File: src/rtl/draw_arb_pkg.sv
// Shared types for the draw layer arbiter: colour type, colour-key default,
// collision FSM states and the winner-id width helper.
package draw_arb_pkg;

  localparam int RGB_W = 8;

  typedef logic [RGB_W-1:0] rgb_t;

  localparam rgb_t TRANSPARENT_DEF = 8'hFF;
  localparam rgb_t BORDER_DEF      = 8'hFF;

  typedef enum logic {
    WAIT_SOF = 1'b0,
    ACTIVE   = 1'b1
  } arb_state_t;

  // Winner ids span layers 0..n-1, border n and background n+1
  function automatic int win_w(input int n);
    return $clog2(n + 2);
  endfunction

endpackage

File: src/rtl/draw_layer_arbiter_prio.sv
// Fixed-priority encoder: lowest set bit wins; also flags when more than
// one bit is set so the caller can record an overlap.
module draw_prio_select #(
  parameter int N  = 4,
  parameter int IW = 3
) (
  input  logic [N-1:0]  i_act,
  output logic [IW-1:0] o_idx,
  output logic          o_valid,
  output logic          o_multi
);

  // Scan from the top so the lowest active index is the last write
  always_comb begin
    o_idx   = '0;
    o_valid = 1'b0;
    for (int i = N - 1; i >= 0; i--) begin
      if (i_act[i]) begin
        o_idx   = IW'(i);
        o_valid = 1'b1;
      end
    end
  end

  // Clearing the lowest set bit leaves something only if two or more were set
  assign o_multi = |(i_act & (i_act - N'(1)));

endmodule

File: src/rtl/draw_layer_arbiter.sv
// Per-pixel layer arbiter with a 2-stage pipeline and optional per-frame
// collision reporting (enabled by defining DRAW_ARB_COLLISION_EN).
module draw_layer_arbiter
  import draw_arb_pkg::*;
#(
  parameter int   NUM_LAYERS  = 4,
  parameter rgb_t TRANSPARENT = TRANSPARENT_DEF,
  parameter rgb_t BORDER_RGB  = BORDER_DEF,
  localparam int  WID_W       = win_w(NUM_LAYERS)
) (
  input  logic                        clk,
  input  logic                        reset,
  input  logic [10:0]                 pixelX,
  input  logic [10:0]                 pixelY,
  input  logic                        startOfFrame,
  input  logic [NUM_LAYERS-1:0]       layerDrawReq,
  input  logic [NUM_LAYERS*RGB_W-1:0] layerRGB,
  input  logic                        boardersDrawReq,
  input  logic [RGB_W-1:0]            BG_RGB,
  output logic [RGB_W-1:0]            RGBOut,
  output logic [10:0]                 outX,
  output logic [10:0]                 outY,
  output logic [WID_W-1:0]            winnerId,
  output logic [NUM_LAYERS-1:0]       frameCollision,
  output logic                        collisionPulse
);

  localparam logic [WID_W-1:0] ID_BORDER = WID_W'(NUM_LAYERS);
  localparam logic [WID_W-1:0] ID_BG     = WID_W'(NUM_LAYERS + 1);

  logic [10:0]                 r1_x;
  logic [10:0]                 r1_y;
  logic                        r1_sof;
  logic [NUM_LAYERS-1:0]       r1_req;
  logic [NUM_LAYERS*RGB_W-1:0] r1_rgb;
  logic                        r1_border;
  rgb_t                        r1_bg;

  logic [NUM_LAYERS-1:0] w_act;
  logic [WID_W-1:0]      w_idx;
  logic                  w_valid;
  logic                  w_multi;
  rgb_t                  w_sel_rgb;
  logic [WID_W-1:0]      w_sel_id;

  rgb_t             r2_rgb;
  logic [10:0]      r2_x;
  logic [10:0]      r2_y;
  logic [WID_W-1:0] r2_id;

  // Stage 1: register every input of the pixel
  always_ff @(posedge clk or posedge reset) begin
    if (reset) begin
      r1_x      <= '0;
      r1_y      <= '0;
      r1_sof    <= 1'b0;
      r1_req    <= '0;
      r1_rgb    <= '0;
      r1_border <= 1'b0;
      r1_bg     <= '0;
    end else begin
      r1_x      <= pixelX;
      r1_y      <= pixelY;
      r1_sof    <= startOfFrame;
      r1_req    <= layerDrawReq;
      r1_rgb    <= layerRGB;
      r1_border <= boardersDrawReq;
      r1_bg     <= BG_RGB;
    end
  end

  // A request carrying the colour key does not count as drawing
  always_comb begin
    w_act = '0;
    for (int i = 0; i < NUM_LAYERS; i++) begin
      w_act[i] = r1_req[i] && (r1_rgb[i*RGB_W +: RGB_W] != TRANSPARENT);
    end
  end

  draw_prio_select #(
    .N  (NUM_LAYERS),
    .IW (WID_W)
  ) u_prio (
    .i_act   (w_act),
    .o_idx   (w_idx),
    .o_valid (w_valid),
    .o_multi (w_multi)
  );

  // Layer beats border, border beats background
  always_comb begin
    w_sel_rgb = r1_bg;
    w_sel_id  = ID_BG;
    if (w_valid) begin
      w_sel_rgb = r1_rgb[w_idx*RGB_W +: RGB_W];
      w_sel_id  = w_idx;
    end else if (r1_border) begin
      w_sel_rgb = BORDER_RGB;
      w_sel_id  = ID_BORDER;
    end
  end

  // Stage 2: register the selection with its coordinates
  always_ff @(posedge clk or posedge reset) begin
    if (reset) begin
      r2_rgb <= '0;
      r2_x   <= '0;
      r2_y   <= '0;
      r2_id  <= '0;
    end else begin
      r2_rgb <= w_sel_rgb;
      r2_x   <= r1_x;
      r2_y   <= r1_y;
      r2_id  <= w_sel_id;
    end
  end

  assign RGBOut   = r2_rgb;
  assign outX     = r2_x;
  assign outY     = r2_y;
  assign winnerId = r2_id;

`ifdef DRAW_ARB_COLLISION_EN
  arb_state_t            r_state;
  logic [NUM_LAYERS-1:0] r_acc;
  logic [NUM_LAYERS-1:0] r_fc;
  logic                  r_pulse;
  logic [NUM_LAYERS-1:0] w_ovl;

  assign w_ovl = w_multi ? w_act : '0;

  // Frame tracker: accumulate overlaps, publish on each SOF.
  // The SOF pixel opens the new frame, so its overlap seeds the accumulator.
  always_ff @(posedge clk or posedge reset) begin
    if (reset) begin
      r_state <= WAIT_SOF;
      r_acc   <= '0;
      r_fc    <= '0;
      r_pulse <= 1'b0;
    end else begin
      r_pulse <= 1'b0;
      unique case (r_state)
        WAIT_SOF: begin
          if (r1_sof) begin
            r_state <= ACTIVE;
            r_acc   <= w_ovl;
          end
        end
        ACTIVE: begin
          if (r1_sof) begin
            r_fc    <= r_acc;
            r_pulse <= |r_acc;
            r_acc   <= w_ovl;
          end else begin
            r_acc   <= r_acc | w_ovl;
          end
        end
        default: r_state <= WAIT_SOF;
      endcase
    end
  end

  assign frameCollision = r_fc;
  assign collisionPulse = r_pulse;
`else
  logic w_unused;

  assign w_unused       = ^{w_multi, r1_sof};
  assign frameCollision = '0;
  assign collisionPulse = 1'b0;
`endif

endmodule

File: config.mk
export PLATFORM = sky130hd
export DESIGN_NAME = draw_layer_arbiter
export DESIGN_NICKNAME = d
export VERILOG_FILES = /design/src/rtl/draw_arb_pkg.sv /design/src/rtl/draw_layer_arbiter_prio.sv /design/src/rtl/draw_layer_arbiter.sv
export SDC_FILE = /design/constraint.sdc
export NUM_CORES = 1
export LEC_CHECK = 0
export ABC_AREA = 1
export CORE_MARGIN = 2
export CORE_UTILIZATION = 53
export DETAILED_ROUTE_END_ITERATION = 6
export DONT_BUFFER_PORTS = 1
export MAX_ROUTING_LAYER = met4
export PLACE_DENSITY_LB_ADDON = 0.25
export SLEW_MARGIN = 40
export SYNTH_ARGS = -nofsm -noshare
export SYNTH_HDL_FRONTEND = slang
export SYNTH_SLANG_ARGS = --single-unit
File: constraint.sdc
create_clock -name clk -period 4.5 [get_ports clk]
set_input_delay 0.45 -clock clk [delete_from_list [all_inputs] [get_ports clk]]
set_output_delay 0.45 -clock clk [all_outputs]
set_load 0.02 [all_outputs]
# Word-level counts from Yosys, hierarchy flattened
# Cells that the tools add are included.
totals:
  reg_bits: 100
  latch_bits: 0
  ramBits: 0
  rom_bits: 0
  inputBits: 70
  word_cells: 31
  n_memories: 0
op_classes:
  add_sub_neg: 0
  mul: 0
  n_div: 0
  magnitude_cmp: 0
  eq_ne: 4
  shifts: 1
  n_mux: 12
  bitwise: 0
  n_reduce_logical: 4
op_table:
  columns: ["operator", "n"]
  rows:
  - ["!= test 8 bit (second input constant)", 4]
  - ["indexed part select 32 x 7 -> 8 bit", 1]
  - ["2-to-1 mux 8 bit", 2]
  - ["2-to-1 mux 2 bit", 4]
  - ["2-to-1 mux 1 bit", 5]
  - ["logical AND 1 bit", 4]
  - ["2-to-1 mux 3 bit", 1]

# Longest topological paths before layout
# Gate-level depths: netlist of run 1.
depth:
  word_depth: 8
  ltp_mapped: 13
  depth_no_buf: 12

# Modules after synthesis
# From an unflattened synthesis of run 1, not the netlist that was laid out.
hier_totals:
  hier_cells: 236
  hier_area_um2: 3146.8
modules_own_cells:
  columns: ["mod", "instances", "cells_each", "area_per_inst_um2"]
  rows:
  - ["draw_layer_arbiter", 1, 220, 3075.4]
  - ["draw_prio_select", 1, 16, 71.3]

# Worst setup path before layout of run 1
# Ideal clock, no wire load.
synth_timing:
  kind: "flip-flop to flip-flop"
  startpoint: "register r1_rgb[15]"
  endpoint: "register r2_rgb[0], in the netlist RGBOut[0]"
  setup_ps: 120
  arrival_ps: 1304
  slack_ps: 3075
  path_stages_with_launch: 11
  path_buffers: 1
  cell_sequence: "dfrtp_1 -> nand4_1 -> o21ai_2 -> nand2_2 -> nand2_4 -> buf_4 -> nand2_1 -> nand3_1 -> nand2_1 -> nand2_1 -> nand2_1"
synth_between:
  elab_chain_len: 6
  word_cells_on_any_way: 8
  classes_between: "1 x eq/ne; 1 x shift; 5 x mux; 1 x reduce/logical"
synth_rtl:
  columns: ["item", "line_no", "rtl"]
  rows:
  - ["start: declaration", "draw_layer_arbiter.sv:35", "logic [NUM_LAYERS*RGB_W-1:0] r1_rgb;"]
  - ["start signal: assignment", "draw_layer_arbiter.sv:66", "r1_rgb <= layerRGB;"]
  - ["!= test 8 bit (*)", "draw_layer_arbiter.sv:76", "w_act[i] = r1_req[i] && (r1_rgb[i*RGB_W +: RGB_W] != TRANSPARENT);"]
  - ["logical AND 1 bit (*)", "draw_layer_arbiter.sv:76", null]
  - ["2-to-1 mux 2 bit (2 in a row)", "draw_layer_arbiter_prio.sv:18", "if (i_act[i]) begin"]
  - ["indexed part select 32 x 7 -> 8 bit", "draw_layer_arbiter.sv:95", "w_sel_rgb = r1_rgb[w_idx*RGB_W +: RGB_W];"]
  - ["2-to-1 mux 8 bit (*)", "draw_layer_arbiter.sv:94", "if (w_valid) begin"]
  - ["net w_sel_rgb[0]", "draw_layer_arbiter.sv:43", "rgb_t w_sel_rgb;"]
  - ["end signal: assignment", "draw_layer_arbiter.sv:111", "r2_rgb <= w_sel_rgb;"]
  - ["end: declaration", "draw_layer_arbiter.sv:46", "rgb_t r2_rgb;"]
# Mark *: on every way through the listed nets, which the timed path passes. The rest lies on a longest branch.

# Worst setup path in the final report of run 1
layout_timing:
  startpoint: "register r1_rgb[1]"
  endpoint: "register r2_rgb[2], in the netlist RGBOut[2]"
layout_between:
  elab_chain_len: 5
  word_cells_on_any_way: 6
  classes_between: "1 x eq/ne; 1 x shift; 3 x mux; 1 x reduce/logical"
layout_rtl:
  columns: ["item", "line_no"]
  rows:
  - ["!= test 8 bit (*)", "draw_layer_arbiter.sv:76"]
  - ["logical AND 1 bit (*)", "draw_layer_arbiter.sv:76"]
  - ["2-to-1 mux 2 bit", "draw_layer_arbiter_prio.sv:18"]
  - ["indexed part select 32 x 7 -> 8 bit", "draw_layer_arbiter.sv:95"]
  - ["2-to-1 mux 8 bit (*)", "draw_layer_arbiter.sv:94"]
  - ["net w_sel_rgb[2]", "draw_layer_arbiter.sv:43"]
# Marks and branches as above.

==> results by stage, run 1 <==
Run status:
- The run finished with clean final reports.

STA:
- Setup violations remaining at the end of the flow were counted as 0.
- Setup repair after global routing left no endpoint under its margin.
- Across the routed clock network, the largest skew measured is 0.008928 ns.
- The number of hold violations in the final report is 0.
- Measured against its own limit, the worst slew margin works out to 59.72%.
- The final critical path takes up 41.57% of the cycle.
- After routing, the total negative slack on setup checks comes to 0 ns.
- The clock period could shrink to 1.871 ns.
- The post-layout worst setup margin is 2.629 ns.
- The actual slew at the worst max-slew pin is 0.6041 ns.
- The top achievable clock speed is 534.5 MHz.
- The max-slew violation total from the final report is 0.

Synth:
- In the post-synthesis netlist, the biggest area contributors are dfrtp_1, nand2_1, nand3_1.
- The number of enable-type register cells in the synthesized netlist is 0.
- Counting every instance in the synthesized netlist gives 255.
- The area fraction of the dominant cell type after synthesis is 77.31%.
- Summed over all instances, the cell type with the most area after synthesis is dfrtp_1.
- Among all flip-flop cells after synthesis, the most frequent one is dfrtp_1.
- The fraction of registers with async set/reset is 100.0%.
- Summing the sequential cell areas from Yosys gives 77.31% of the chip area.
- In this run the cell area of the synthesized design comes to 0.003237 mm2.
- The count of distinct cell types in the synthesized netlist is 20.
- The per-instance average area after synthesis is 12.69 um2.
- During synthesis, Yosys emitted a total of 0 warnings.
- The post-synthesis sequential element count is 100.

GRT:
- Global routing used 17.73% of the available tracks across all layers.
- Entering global routing, the biggest net connects 53 pins.
- The number of antenna violations at the first check in global routing is 1.
- The via count of the first global-routing pass came to 1770.
- The global-route wire length before repair is 8.169 mm.
- The overflow left after global routing is 0.

Clocking:
- The master cell of the clock root buffer is clkbuf_8.
- The register clock-pin slew on the reported worst setup and hold paths is 0.09 ns.
- In this run, post-CTS repair resized a total of 0 instances.
- The number of buffers inserted to repair setup after CTS is 0.
- The worst-case clock buffer depth is 2.
- The clock drives 100 sinks.
- The clock tree synthesis step divided the H-tree into 3 levels.
- The total CTS buffers is 9.
- TritonCTS built the clock tree.
- In this run, post-CTS hold repair placed 0 buffers.
- For the worst-skew pair, the clock arrives at the later sink with an insertion delay of 0.36 ns.

Layout:
- The post-route core utilization is 58.85%.
- In the final layout, flip-flops and latches occupy 0.002502 mm2.
- The count of fill cells added during filler insertion is 462.
- The share of layout cells above drive strength 1 is 10.11%.
- The area occupied by multi-input gates is 559.3 um2.
- The number of nets in the layout is 333.
- Relative to the synthesized area, the layout overhead comes to 7.654%.

Placed design:
- Timing analysis after detailed placement gives a worst setup slack of 2.636 ns.
- The congestion estimate from routability-driven global placement came to 0.8525.
- The count of input and output buffers is 0.
- The detailed placer's ending HPWL is 3.804 mm.

Min path:
- The class of the tightest hold or removal check is input port to async pin.

Critical path:
- The critical path in this run is classified as flip-flop to flip-flop.
- The nature of the critical path startpoint is a flip-flop.
- The arrival time at the worst endpoint is 2.12 ns.
- In this run the worst path has a maximum fanout of 19.
- The internal reg-to-reg setup slack is 2.63 ns.
- The kind of end point of the critical path is a flip-flop.
- The required time at the endpoint of the critical path is 4.75 ns.

Power:
- For this design the static power due to leakage is 1.740 nW.
- The maximum vdd ir drop is 0.2925 mV.
- The power per cell area is 455.3 mW/mm2.

Routing:
- In this run, the number of DRC markers left after iteration 0 of detailed routing was 91.
- The number of search-and-repair iterations in the first detailed-routing pass is 4.
- The via total after detailed routing is 1715.
- After detailed routing, the number of remaining DRC violations is 0.
- The via count normalized by instance count is 5.000.
- The number of antenna-violating nets in the routed design is 0.
- The average wire length per cell after detail routing is 15.14 um.
- Wires add up to 5.192 mm.

Die:
- The floorplan core area is 0.005921 mm2.
- The horizontal extent of the die is 82.15 um.
- The vertical extent of the die is 82.15 um.
- The area of the die is 0.006749 mm2.
- For this configuration, the core starts out at a cell density of 54.67%.
- The count of boundary I/O pins is 108.
- The site row count is 28.

Job:
- The max capacitance violation total is 0.
==> flip-flops by register name, summed over array words and instances, names as in the netlist <==
name / cells
outX: 11
r1_req: 4
winnerId: 3
r1_y: 11
r1_rgb: 32
RGBOut: 8
outY: 11
r1_border: 1
r1_bg: 8
r1_x: 11
==> worst max-delay path: stages (launching register included) <==
cell,delay (ns)
dfrtp_1,0.37
nand4_1,0.16
o21ai_4,0.48
nand3_1,0.36
nand3_1,0.20
nand2_1,0.07
nand2_1,0.07
nand2_1,0.05
==> cells by family after synthesis <==
group                  share of synthesized area (%)
other                                         0.1159
DFF                                            77.31
buffers and inverters                          5.875
and+or+nand+nor                                13.88
AOI/OAI and AO/OA                              2.822
==> synthesized netlist by cell type, types with 2 or more instances <==
cell     count
buf_4        6
nand3_1     33
inv_1       35
nand2_4      2
nand2_2      2
nor2_1       4
nand2_1     51
o21ai_0      8
dfrtp_1    100
nand4_1      3
buf_2        2
==> where the power goes <==
part | internal [mW] | leakage (nW) | switching (mW)
sequential | 0.949 | 1.17 | 0.0486
clock | 0.210 | 0.0937 | 0.302
combinational | 0.0195 | 0.477 | 0.0570
total | 1.18 | 1.74 | 0.408
==> metrics by stage <==
step	std cells	instance area (um2)	hold slack [ns]	total power [mW]
finish	343	3485	0.01762	1.586
global route	343	3485	0.04926	1.669
CTS	342	3482	0.02616	1.611
detailed placement	327	3301	0.3362	1.094
global placement	327	3301	0.3317	1.091
floorplan	259	3252	0.3312	1.076
==> layer usage <==
layer	track usage [%]	vias to the layer above	part of all wire (%)
li1	-	796	-
met5	-	-	0
met2	25.85	86	48
met3	9.348	11	10
met1	21.03	822	40
met4	6.667	0	1.6
==> path summary, 6_finish.rpt <==
check,cells after the start,end,startpoint
max,7,RGBOut[2]$_DFF_PP0_,r1_rgb[1]$_DFF_PP0_
min,1,r1_x[9]$_DFF_PP0_,reset
max reg2reg,7,RGBOut[2]$_DFF_PP0_,r1_rgb[1]$_DFF_PP0_
min reg2reg,0,outY[6]$_DFF_PP0_,r1_y[6]$_DFF_PP0_
max in group asynchronous,2,outX[6]$_DFF_PP0_,reset
min in group clk,0,r1_y[8]$_DFF_PP0_,pixelY[8]
==> cell type report <==
class / count / area share (%)
antenna: 1 / 0.07181
clock buffer: 9 / 3.555
inverter: 36 / 3.950
sequential: 100 / 71.81
multi-input combinational: 115 / 16.05
timing repair buffer: 1 / 0.2154
tap: 75 / 2.693
clock inverter: 6 / 1.652
==> layout by cell type (no fill, tap or decap) <==
| master | n |
|---|---|
| inv_4 | 1 |
| nand4_1 | 3 |
| conb_1 | 5 |
| o21ai_4 | 1 |
| diode_2 | 1 |
| o21ai_0 | 8 |
| clkinv_4 | 3 |
| inv_8 | 2 |
| inv_1 | 34 |
| nand2_4 | 2 |
| nor2_1 | 4 |
| a21oi_1 | 1 |
| o21ai_1 | 1 |
| buf_4 | 1 |
| nand2_1 | 51 |
| inv_2 | 1 |
| nor2_4 | 1 |
| inv_6 | 1 |
| o21ai_2 | 1 |
| dfrtp_1 | 100 |
| nand3_1 | 33 |
| nand2_2 | 2 |
| clkbuf_8 | 9 |
| nand4_2 | 1 |
| a21oi_4 | 1 |
(Power assumes the default switching activity.)
==> run 2, diff against run 1 <==
==> constraint.sdc (replaced) <==
create_clock -name clk -period 1.7 [get_ports clk]
set_input_delay 0.17 -clock clk [delete_from_list [all_inputs] [get_ports clk]]
set_output_delay 0.17 -clock clk [all_outputs]
set_load 0.02 [all_outputs]
==> results by stage, run 2 (same netlist as run 1, synthesis figures left out) <==
Clocking:
- The longest clock path from root to sink contains 2 buffers.
- The master cell of the clock root buffer is clkbuf_8.
- The clock net in this run drives a total of 100 sinks.
- After clock tree synthesis, the clock-pin slew on the worst setup and hold paths is 0.09 ns.
- The number of H-tree levels is 3.
- TritonCTS built the clock tree.
- The total CTS buffers is 9.
- At the later pin of the worst-skew pair, clock insertion delay measures 0.35 ns.

Die:
- The horizontal extent of the die is 82.15 um.
- The site row count is 28.
- The area of the die is 0.006749 mm2.
- From bottom edge to top edge, the die measures 82.15 um.
- The count of boundary I/O pins is 108.
- For this configuration, the core starts out at a cell density of 54.67%.
- The floorplan core area is 0.005921 mm2.

GRT:
- The global-route track usage on met3 is 7.391%.
- The overflow left after global routing is 0.
- The fraction of met1 tracks used by global routing is 23.31%.
- Entering global routing, the biggest net connects 101 pins.
- The via count of the first global-routing pass is 2029.
- The global-route met2 utilization is 31.79%.
- The global-route wire length before repair is 9.183 mm.
- The layer flagged by global routing as most heavily used is met2.
- The all-layer global routing usage is 19.70%.
- The number of antenna violations at the first check in global routing is 0.

Layout:
- The final non-filler cell area is 0.004415 mm2.
- From synthesis to final layout, the design area changed by 36.41%.
- The flip-flop count of the largest register after layout is 32.
- The number of nets in the layout is 414.
- The largest register by flop count is r1_rgb.
- The most frequent standard cell in the layout excluding fill and tap cells is dfrtp_1.
- The number of antenna diodes in the final layout is 0.
- Leaving out fill and tap cells, the most frequent cells in the layout are dfrtp_1, dlygate4sd3_1, nand2_1.
- In the final layout, the share of cells above drive strength 1 is 13.75%.

Routing:
- The DRC marker count from the first detailed-route iteration is 72.
- The number of design rule violations left after detail routing is 0.
- The detailed-route wire length is 6.045 mm.
- The via total after detailed routing is 2036.
- Dividing the detail-routed wire length by the instance count gives 14.26 um.
- Dividing the detail-routed via count by the number of cells gives 4.802.
- The number of search-and-repair iterations in the first detailed-routing pass is 4.
- The number of antenna-violating nets in the routed design is 0.

Critical path:
- The critical path in this run is classified as flip-flop to flip-flop.
- The arrival time at the worst endpoint is 1.82 ns.
- The kind of end point of the critical path is a flip-flop.
- The nature of the critical path startpoint is a flip-flop.
- Of all nets on the critical path, the largest fanout is 8.
- The internal reg-to-reg setup slack is 0.13 ns.
- At the worst endpoint, the required time is 1.95 ns.

Placed design:
- The detailed placer's ending HPWL is 3.642 mm.
- Routability-driven placement finished with a final weighted congestion of 0.8360.
- The cell area reported after detailed placement is 0.003337 mm2.
- OpenSTA, run right after detailed placement, puts the worst setup slack at 0.05606 ns.
- The count of input and output buffers is 0.

STA:
- Setup repair after global routing could not meet its margin everywhere.
- The final period demand of the worst path is 1.572 ns.
- The period utilization is 92.50%.
- Based on the critical path, the design can be clocked at up to 636.0 MHz.
- The final count of negative-setup-slack endpoints is 0.
- The relative max-transition margin is 66.22%.
- The max-slew violation total from the final report is 0.
- The number of hold violations in the final report was 0.
- The worst path meets setup with 0.1276 ns of slack.
- For the final database, setup skew stands at 0.004047 ns.
- For the pin with the worst max-slew slack, the measured transition is 0.5067 ns.

Run status:
- The run finished with clean final reports.

Power:
- In this run the static leakage power is 2.131 nW.
- Dividing total power by cell area gives a power density of 1038 mW/mm2.
- Across the VDD grid, the largest voltage drop is 0.9842 mV.
- Summing internal, switching and leakage power gives 4.581 mW.

Job:
- The tool flagged a number of max-cap violations equal to 0.

Min path:
- The class of the tightest hold or removal check is flip-flop to flip-flop.
## run 2: cell count changes in the layout (fill, tap and decap cells not counted), moves of 2 or more
cell           before  now
a21oi_2             0    2
buf_12              0    3
buf_4               1    7
buf_6               0    2
dlygate4sd3_1       0   68
nand2_2             2    0
nand3_1            33   27
nand3_2             0    5
## run 2: where the power goes
part           leakage [nW]  internal [mW]  switching (mW)  total (mW)
clock network         0.109          0.746           0.806        1.55
logic                 0.852          0.191           0.194       0.385
registers              1.17           2.51           0.133        2.64
## run 2: worst max-delay path, cell delays in order (launching register included)
cell and delay (ns):
dfrtp_1 0.37, nand4_1 0.15, o21ai_4 0.32, buf_4 0.18, nand3_4 0.12, nand3_1 0.14
nand2_1 0.06, nand2_1 0.06, nand2_1 0.05
## run 2: through the flow
step	utilization, %	hold slack [ns]	std cells	TNS, ns
after floorplan	-	0.2014	259	0
after global placement	56.36	0.2015	330	0
after detailed placement	56.36	0.2015	330	0
after CTS	71.47	0.3398	414	0
after global routing	74.58	0.3345	424	-0.1623
final	74.58	0.3557	424	0
## run 2: final timing paths
| kind | from | to | cells after the start |
|---|---|---|---|
| max in group asynchronous | reset | outY[1]$_DFF_PP0_ | 3 |
| worst min register to register | r1_y[3]$_DFF_PP0_ | outY[3]$_DFF_PP0_ | 0 |
| worst max register to register | r1_rgb[0]$_DFF_PP0_ | RGBOut[3]$_DFF_PP0_ | 8 |
| worst min-delay path | r1_y[3]$_DFF_PP0_ | outY[3]$_DFF_PP0_ | 0 |
| min in group asynchronous | reset | r1_y[8]$_DFF_PP0_ | 3 |
| worst max-delay path | r1_rgb[0]$_DFF_PP0_ | RGBOut[3]$_DFF_PP0_ | 8 |
## run 2: what timing repair did
item	4_1_cts	5_1_grt
hold buffers	68	0
hold endpoints to repair	167	0
endpoints found under the setup margin	0	9
buffers inserted	0	9
gates resized for setup	0	16
## run 2: routing by layer
metal | up-vias | share of wire [%] | wire length [um]
li1 | 956 | - | -
met1 | 989 | 40 | 2417
met2 | 83 | 52 | 3152
met3 | 8 | 6.7 | 405
met4 | 0 | 1.2 | 70
met5 | - | 0 | 0
## run 2: cell type report
type	instances	area, um2
clock buffers	10	137.6
fillers	373	1505
multi-input cells	116	635.6
well taps	75	93.84
flip-flops and latches	100	2502
inverters	36	138.9
repair buffers	81	830.8
clock inverters	6	76.32
